File: src/rtl/conv_window_addr_gen.sv
// conv_window_addr_gen: produces one 3x3 convolution window per cycle.
// Scan order is stride 1 with "same" padding and the input channel innermost.
// Taps that fall outside the feature map have their read enable cleared and
// their address forced to 0.
module conv_window_addr_gen #(
    parameter int width    = 80,
    parameter int height   = 8,
    parameter int width_b  = 7,
    parameter int height_b = 3,
    parameter int ch_b     = 4,
    localparam int AW      = height_b + width_b
) (
    input  logic                clk,
    input  logic                reset,
    input  logic                start,
    input  logic [ch_b-1:0]     n_ch,
    input  logic                hold,
    output logic [9*AW-1:0]     addr,
    output logic [8:0]          en_read,
    output logic                en_bias,
    output logic [ch_b-1:0]     ch,
    output logic [height_b-1:0] row,
    output logic [width_b-1:0]  col,
    output logic                valid,
    output logic                busy,
    output logic                done
);

    typedef enum logic [1:0] {
        S_IDLE,
        S_RUN,
        S_DONE
    } state_t;

    localparam logic [height_b-1:0] ROW_LAST = height_b'(height - 1);
    localparam logic [width_b-1:0]  COL_LAST = width_b'(width - 1);

    state_t              state_q, state_d;
    logic [height_b-1:0] r_q, r_d;
    logic [width_b-1:0]  c_q, c_d;
    logic [ch_b-1:0]     k_q, k_d;
    logic [ch_b-1:0]     nch_q, nch_d;

    logic [9*AW-1:0]     addr_q, addr_d;
    logic [8:0]          en_read_q, en_read_d;
    logic                en_bias_q, en_bias_d;
    logic [ch_b-1:0]     ch_q, ch_d;
    logic [height_b-1:0] row_q, row_d;
    logic [width_b-1:0]  col_q, col_d;
    logic                valid_q, valid_d;
    logic                busy_q, busy_d;
    logic                done_q, done_d;

    // Window for the current counters, computed combinationally per tap.
    logic [9*AW-1:0]     win_addr;
    logic [8:0]          win_en;

    // Tap t = 3*i + j sits at (r+i-1, c+j-1); the i=0/j=0 taps are off-map on
    // the first row/column and the i=2/j=2 taps on the last row/column.
    generate
        for (genvar gi = 0; gi < 9; gi++) begin : g_tap
            localparam int TI = gi / 3;
            localparam int TJ = gi % 3;
            logic [height_b-1:0] tap_r;
            logic [width_b-1:0]  tap_c;
            logic                row_ok;
            logic                col_ok;

            assign tap_r  = r_q + height_b'(TI) - height_b'(1);
            assign tap_c  = c_q + width_b'(TJ) - width_b'(1);
            assign row_ok = (TI == 0) ? (r_q != '0) :
                            (TI == 2) ? (r_q != ROW_LAST) : 1'b1;
            assign col_ok = (TJ == 0) ? (c_q != '0) :
                            (TJ == 2) ? (c_q != COL_LAST) : 1'b1;
            assign win_en[8-gi] = row_ok && col_ok;
            assign win_addr[(9-gi)*AW-1 -: AW] = win_en[8-gi] ? {tap_r, tap_c} : '0;
        end
    endgenerate

    // Next-state, counter advance and registered-output computation.
    always_comb begin
        state_d   = state_q;
        r_d       = r_q;
        c_d       = c_q;
        k_d       = k_q;
        nch_d     = nch_q;
        addr_d    = addr_q;
        ch_d      = ch_q;
        row_d     = row_q;
        col_d     = col_q;
        en_read_d = '0;
        en_bias_d = 1'b0;
        valid_d   = 1'b0;
        // done appears on the cycle after the DONE state is entered
        done_d    = (state_q == S_DONE);

        case (state_q)
            S_IDLE: begin
                if (start) begin
                    nch_d   = (n_ch == '0) ? ch_b'(1) : n_ch;
                    r_d     = '0;
                    c_d     = '0;
                    k_d     = '0;
                    state_d = S_RUN;
                end
            end
            S_RUN: begin
                if (!hold) begin
                    valid_d   = 1'b1;
                    addr_d    = win_addr;
                    en_read_d = win_en;
                    en_bias_d = (k_q == '0);
                    ch_d      = k_q;
                    row_d     = r_q;
                    col_d     = c_q;
                    if (k_q == nch_q - ch_b'(1)) begin
                        k_d = '0;
                        if (c_q == COL_LAST) begin
                            c_d = '0;
                            if (r_q == ROW_LAST) begin
                                r_d     = '0;
                                state_d = S_DONE;
                            end else begin
                                r_d = r_q + height_b'(1);
                            end
                        end else begin
                            c_d = c_q + width_b'(1);
                        end
                    end else begin
                        k_d = k_q + ch_b'(1);
                    end
                end
            end
            S_DONE: begin
                state_d = S_IDLE;
            end
            default: begin
                state_d = S_IDLE;
            end
        endcase

        // busy covers the scan plus the cycle on which done is shown
        busy_d = (state_d != S_IDLE) || (state_q == S_DONE);
    end

    // State, counters and output registers.
    always_ff @(posedge clk or posedge reset) begin
        if (reset) begin
            state_q   <= S_IDLE;
            r_q       <= '0;
            c_q       <= '0;
            k_q       <= '0;
            nch_q     <= '0;
            addr_q    <= '0;
            en_read_q <= '0;
            en_bias_q <= 1'b0;
            ch_q      <= '0;
            row_q     <= '0;
            col_q     <= '0;
            valid_q   <= 1'b0;
            busy_q    <= 1'b0;
            done_q    <= 1'b0;
        end else begin
            state_q   <= state_d;
            r_q       <= r_d;
            c_q       <= c_d;
            k_q       <= k_d;
            nch_q     <= nch_d;
            addr_q    <= addr_d;
            en_read_q <= en_read_d;
            en_bias_q <= en_bias_d;
            ch_q      <= ch_d;
            row_q     <= row_d;
            col_q     <= col_d;
            valid_q   <= valid_d;
            busy_q    <= busy_d;
            done_q    <= done_d;
        end
    end

    assign addr    = addr_q;
    assign en_read = en_read_q;
    assign en_bias = en_bias_q;
    assign ch      = ch_q;
    assign row     = row_q;
    assign col     = col_q;
    assign valid   = valid_q;
    assign busy    = busy_q;
    assign done    = done_q;

endmodule

File: config.mk
export PLATFORM = sky130hd
export DESIGN_NAME = conv_window_addr_gen
export DESIGN_NICKNAME = d
export VERILOG_FILES = /design/src/rtl/conv_window_addr_gen.sv
export SDC_FILE = /design/constraint.sdc
export NUM_CORES = 1
export LEC_CHECK = 0
export ABC_AREA = 1
export CORE_ASPECT_RATIO = 0.6
export CORE_MARGIN = 4
export CORE_UTILIZATION = 54
export DETAILED_ROUTE_END_ITERATION = 10
export PLACE_DENSITY_LB_ADDON = 0.08
export SYNTH_ARGS = -nofsm -noshare
export SYNTH_HDL_FRONTEND = slang
export SYNTH_SLANG_ARGS = --single-unit
File: constraint.sdc
create_clock -name clk -period 11.85 [get_ports clk]
set_input_delay 1.185 -clock clk [delete_from_list [all_inputs] [get_ports clk]]
set_output_delay 1.185 -clock clk [all_outputs]
set_load 0.01 [all_outputs]
==> impl_metrics.json, run 1 <==
{
  "min_path_type": "flop to flop",
  "arrival_ps": 3910,
  "grt_pass1_vias": 4666,
  "start_util_pct": 56.1,
  "gp_congestion": 0.901,
  "final_util_pct": 75.6,
  "clock_latency_ps": 410,
  "cellPowerDensity_nw_per_um2": 257,
  "fp.dieArea_um2": 12200,
  "cts_tree": "built",
  "clk_path_buf_depth": 2,
  "leakage_nw": 3.60,
  "via_per_inst": 5.44,
  "crit_chain": "clkdlybuf4s50_1 > inv_2 > nand2_4 > buf_4 > inv_1 > o21ai_0 > o21ai_0",
  "worstSetupStartpointType": "input pin",
  "drv_cap": 0,
  "synth_cell_type_count": 27,
  "clock-sinks": 134,
  "setup_tns_ps": 0,
  "cp_common_cell": "o21ai_0",
  "grt_use_total_pct": 26.2,
  "core_um2": 10000,
  "critPathSlowestCell": "buf_4",
  "yosysMostFrequentCell": "nand2_1",
  "syn_inst": 591,
  "synth-edff-count": 0,
  "stdcell_count": 860,
  "clock_skew_ps": 9.97,
  "multiInputGateArea_um2": 1950,
  "wl_um": 15400,
  "postCtsSetupBuffers": 0,
  "final_nets": 729,
  "setup_violations": 0,
  "fillers": 685,
  "die_w_um": 140,
  "crit_fanout": 93,
  "cts_hold_buf": 0,
  "synth_common_cells": "184 x nand2_1, 134 x dfrtp_1, 77 x o21ai_0, 42 x inv_1, 24 x nand3_1",
  "synth.area.top_cells": "dfrtp_1 60%, nand2_1 12%, o21ai_0 6.9%",
  "clock.fmax_ghz": 0.275,
  "ioPinCount": 125,
  "grt_max_degree": 94,
  "first_pass_iters": 7,
  "grt_overflow": 0,
  "rows": 28,
  "drtAntennaViolNets": 0,
  "post_cts_resized": 0,
  "status": "completed",
  "cp-startpoint": "hold",
  "hold_viol_final": 0,
  "regArea_um2": 3350,
  "fin_crit_ps": 3630,
  "synth-seq-area-share_pct": 59.6,
  "syn_to_final_growth_pct": 34.7,
  "synth_fp_nets": 608,
  "rsz0062_at_grt": "no",
  "dp_cells": 828,
  "worst-setup-path-type": "input pin to flop",
  "hp-start": "state_q[0]",
  "tightest_slew_ps": 963,
  "die_h_um": 87.1,
  "cts-root-buf": "clkbuf_16",
  "cts_max_level": 4,
  "num_vias": 4677,
  "port-buffer-count": 124,
  "syn_area_um2": 5620,
  "synth.avg_cell_area_um2": 9.52,
  "wire_per_inst_um": 17.9,
  "slew_headroom_pct": 35.8,
  "max_stage_delay_ps": 730,
  "clk_pin_slew_ps": 60,
  "cts_buffers": 17,
  "diodes": 0,
  "timing.final.max_slew_violations": 0,
  "r2r_start": "state_q[1]",
  "synth_largest_area_cell": "dfrtp_1",
  "synth_top_area_share_pct": 59.6,
  "peakVddDrop_mv": 0.143,
  "synthArstFlopShare_pct": 100,
  "synth_warnings": 0,
  "critPathRequiredTime_ps": 12120,
  "dp_hpwl_um": 10400,
  "grt_pass1_wl_um": 24600,
  "antenna_found_initial": 0,
  "end_kind": "flop",
  "drt_first_iter_violations": 401,
  "drive_gt1_share_pct": 9.93,
  "drc_errors": 0,
  "synth-seq-cells": 134,
  "fin_crit_sh_pct": 30.7,
  "yosys_most_used_dff": "dfrtp_1"
}
[layout make-up]
type / count / area share (%)
Clock inverter: 14 / 3.24
Sequential cell: 134 / 44.3
Inverter: 47 / 2.36
Multi-Input combinational cell: 386 / 25.7
Timing Repair Buffer: 126 / 16.6
Tap cell: 135 / 2.23
Clock buffer: 18 / 5.66
[stage by stage]
stage	setup WS (ps)	hold WS [ps]	cell area (um^2)	power, mW
global route	7980	454	7580	2.05
floorplan	7080	414	5620	1.00
finish	8220	443	7580	1.95
global placement	7910	422	6900	1.33
CTS	8250	439	7580	1.95
detailed placement	7830	433	6900	1.35
[where the power goes]
group / internal, mW / switching (mW) / total, mW
sequential: 0.590 / 0.107 / 0.697
clock: 0.398 / 0.202 / 0.599
combinational: 0.301 / 0.352 / 0.652
[worst max-delay path: cells and delay by family]
kind	cells	cell delay [ps]
AOI/OAI and AO/OA	2	390
buffers and inverters	4	1990
and+or+nand+nor	1	290
[per-layer routing]
layer	vias to the layer above	GRT usage (%)	wire, um	part of all wire, %
li1	2146	-	-	-
met1	2266	37.8	6860	45
met2	243	39.9	6940	45
met3	22	6.20	1370	8.9
met4	0	8.27	228	1.5
met5	-	0	0	0
[cells in the final DEF (no fill, tap or decap), types with 3 or more instances in the layout]
cell type and n:
o21ai_1 7, clkdlybuf4s50_1 124, nand2_2 10, nor2_4 5, xor2_1 11, clkbuf_16 17
dfrtp_1 134, ha_1 9, bufinv_16 6, a21oi_1 7, nor2_2 3, inv_2 5
o21ai_0 77, inv_1 41, nand3_1 24, nand2_1 184, nand4_1 11, o21ai_2 7
inv_6 4, nor3_1 6, nand2_4 4, nor2_1 14
[kinds of logic (layout without fill, tap and decap cells)]
group | after synthesis | count (layout) | share of synthesized area (%)
compound gates | 98 | 98 | 9.19
simple gates | 265 | 265 | 21.2
mux | 1 | 1 | 0.200
xor+xnor | 13 | 13 | 2.02
buf+inv | 71 | 205 | 5.78
flops | 134 | 134 | 59.6
fa+ha+maj | 9 | 9 | 2.00
[path summary, 6_finish.rpt]
path | end | slack, ps | cells past startpoint
setup / recovery | addr[38] | 8220 | 7
hold / removal | done | 440 | 1
setup reg to reg | addr[38] | 9180 | 6
hold reg to reg | done | 440 | 1
max in group asynchronous | addr[55] | 9150 | 3
min in group asynchronous | en_read[2] | 1340 | 2
[sequential cells by signal, indices dropped and copies added (netlist names), 3 cells and up]
signal	cells
c_q	7
ch	4
nch_q	4
addr	90
k_q	4
col	6
en_read	9
r_q	3
Note: power is estimated with default switching activity, not from simulation.
==> inputs of run 2 (changes only) <==
Settings changed: CORE_UTILIZATION 54 to 50.
Clock period 11.85 ns to 3.8 ns, I/O delays scaled along.
==> impl_metrics.json, run 2 (synthesis gave the netlist of run 1 again) <==
{
  "worstSetupStartpointType": "flop",
  "post_cts_resized": 0,
  "grt_use_total_pct": 23.8,
  "worst-setup-path-type": "flop to flop",
  "setup_tns_ps": 0,
  "clk_pin_slew_ps": 60,
  "wl_um": 14900,
  "end_kind": "flop",
  "clock_latency_ps": 420,
  "port-buffer-count": 124,
  "leakage_nw": 3.59,
  "cts_tree": "built",
  "antenna_found_initial": 0,
  "critPathSlowestCell": "nand2_4",
  "diodes": 0,
  "drv_cap": 0,
  "grt.busiest_layer": "met2",
  "ioPinCount": 125,
  "gp_congestion": 0.830,
  "critPathRequiredTime_ps": 4130,
  "drive_gt1_share_pct": 10.0,
  "final_common_cell": "nand2_1",
  "arrival_ps": 2710,
  "postCtsSetupBuffers": 0,
  "dp_hpwl_um": 10400,
  "start_util_pct": 52.2,
  "rows": 29,
  "rsz0062_at_grt": "no",
  "crit_fanout": 58,
  "fin_crit_sh_pct": 62.9,
  "drtAntennaViolNets": 0,
  "clock_skew_ps": 8.36,
  "timing.final.max_slew_violations": 0,
  "via_per_inst": 5.33,
  "status": "completed",
  "max_stage_delay_ps": 470,
  "die_w_um": 145,
  "largest_reg_flops": 90,
  "hold_slack_ps": 408,
  "first_pass_iters": 5,
  "num_vias": 4618,
  "crit_chain": "nor2_4 > nand2_4 > buf_4 > nor2_1 > inv_1 > o21ai_0",
  "cts_hold_buf": 0,
  "clk_path_buf_depth": 2,
  "cts_max_level": 4,
  "die_h_um": 90.2,
  "grt_pass1_wl_um": 24700,
  "grt_pass1_vias": 4684,
  "drc_errors": 0,
  "min_path_type": "input pin to async pin",
  "clock.fmax_ghz": 0.419,
  "peakVddDrop_mv": 0.423,
  "grt_overflow": 0,
  "cts-root-buf": "clkbuf_16",
  "cts_buffers": 17,
  "fin_crit_ps": 2390,
  "core_um2": 10800,
  "grt_max_degree": 60,
  "drt_first_iter_violations": 276,
  "slew_headroom_pct": 54.2,
  "final_nets": 731,
  "cellPowerDensity_nw_per_um2": 785,
  "use_met3_pct": 6.08,
  "hold_viol_final": 0,
  "clock-sinks": 134,
  "setup_violations": 0,
  "wire_per_inst_um": 17.3,
  "syn_to_final_growth_pct": 34.4,
  "tightest_slew_ps": 686,
  "grtUsageMet2_pct": 35.3,
  "layout_common_cells": "184 x nand2_1, 134 x dfrtp_1, 124 x clkdlybuf4s50_1",
  "fp.dieArea_um2": 13100,
  "use_met1_pct": 34.0
}
==> run 2: changes by cell type in the layout (fill, tap and decap cells not counted), moves of 2 or more <==
cell,delta
clkinvlp_4,+2
bufinv_16,-2
clkinv_2,+2
inv_6,-3
==> run 2: layer usage <==
metal  wire [um]  vias up  share of wire (%)
li1            -     2144                  -
met1        6980     2279                 47
met3        1060       18                7.1
met5           0        -                  0
met2        6730      177                 45
met4         169        0                1.1
==> run 2: where the power goes <==
| group | leakage [nW] | switching, mW | internal [mW] |
|---|---|---|---|
| Combinational | 1.52 | 1.08 | 0.940 |
| Clock | 0.300 | 0.626 | 1.12 |
| Sequential | 1.76 | 0.329 | 1.84 |
| Total | 3.59 | 2.04 | 3.90 |
==> run 2: critical path, delay by kind of cell, from the launching register on <==
family / cells / cell delay [ps]
DFF: 1 / 400
buffers and inverters: 2 / 540
and+or+nand+nor: 3 / 1130
AOI/OAI and AO/OA: 1 / 210
==> run 2: layout make-up <==
class | instances | area, um^2
Sequential cell | 134 | 3350
Fill cell | 825 | 3220
Multi-Input combinational cell | 386 | 1950
Timing Repair Buffer | 128 | 1280
Clock buffer | 20 | 447
Inverter | 47 | 180
Clock inverter | 12 | 176
Tap cell | 139 | 174
==> run 2: worst paths after layout <==
kind,startpoint,end,slack (ps),cells past startpoint
worst max-delay path,state_q[1],addr[13],1410,6
worst min-delay path,reset,addr[50],410,2
worst max register to register,state_q[1],addr[13],1410,6
worst min register to register,state_q[0],done,450,1
max in group asynchronous,reset,addr[23],2420,3
min in group clk,state_q[0],done,450,1
==> run 2: per-stage QoR <==
step	cell area, um^2	power [mW]	util (%)	cells	setup slack [ps]
3_3_place_gp	6940	4.14	64.4	834	1240
5_1_grt	7560	6.25	70.1	866	1200
3_5_place_dp	6940	4.19	64.4	834	1190
2_1_floorplan	5630	3.13	-	591	1750
6_report	7560	5.94	70.1	866	1410
4_1_cts	7560	5.95	70.1	866	1420
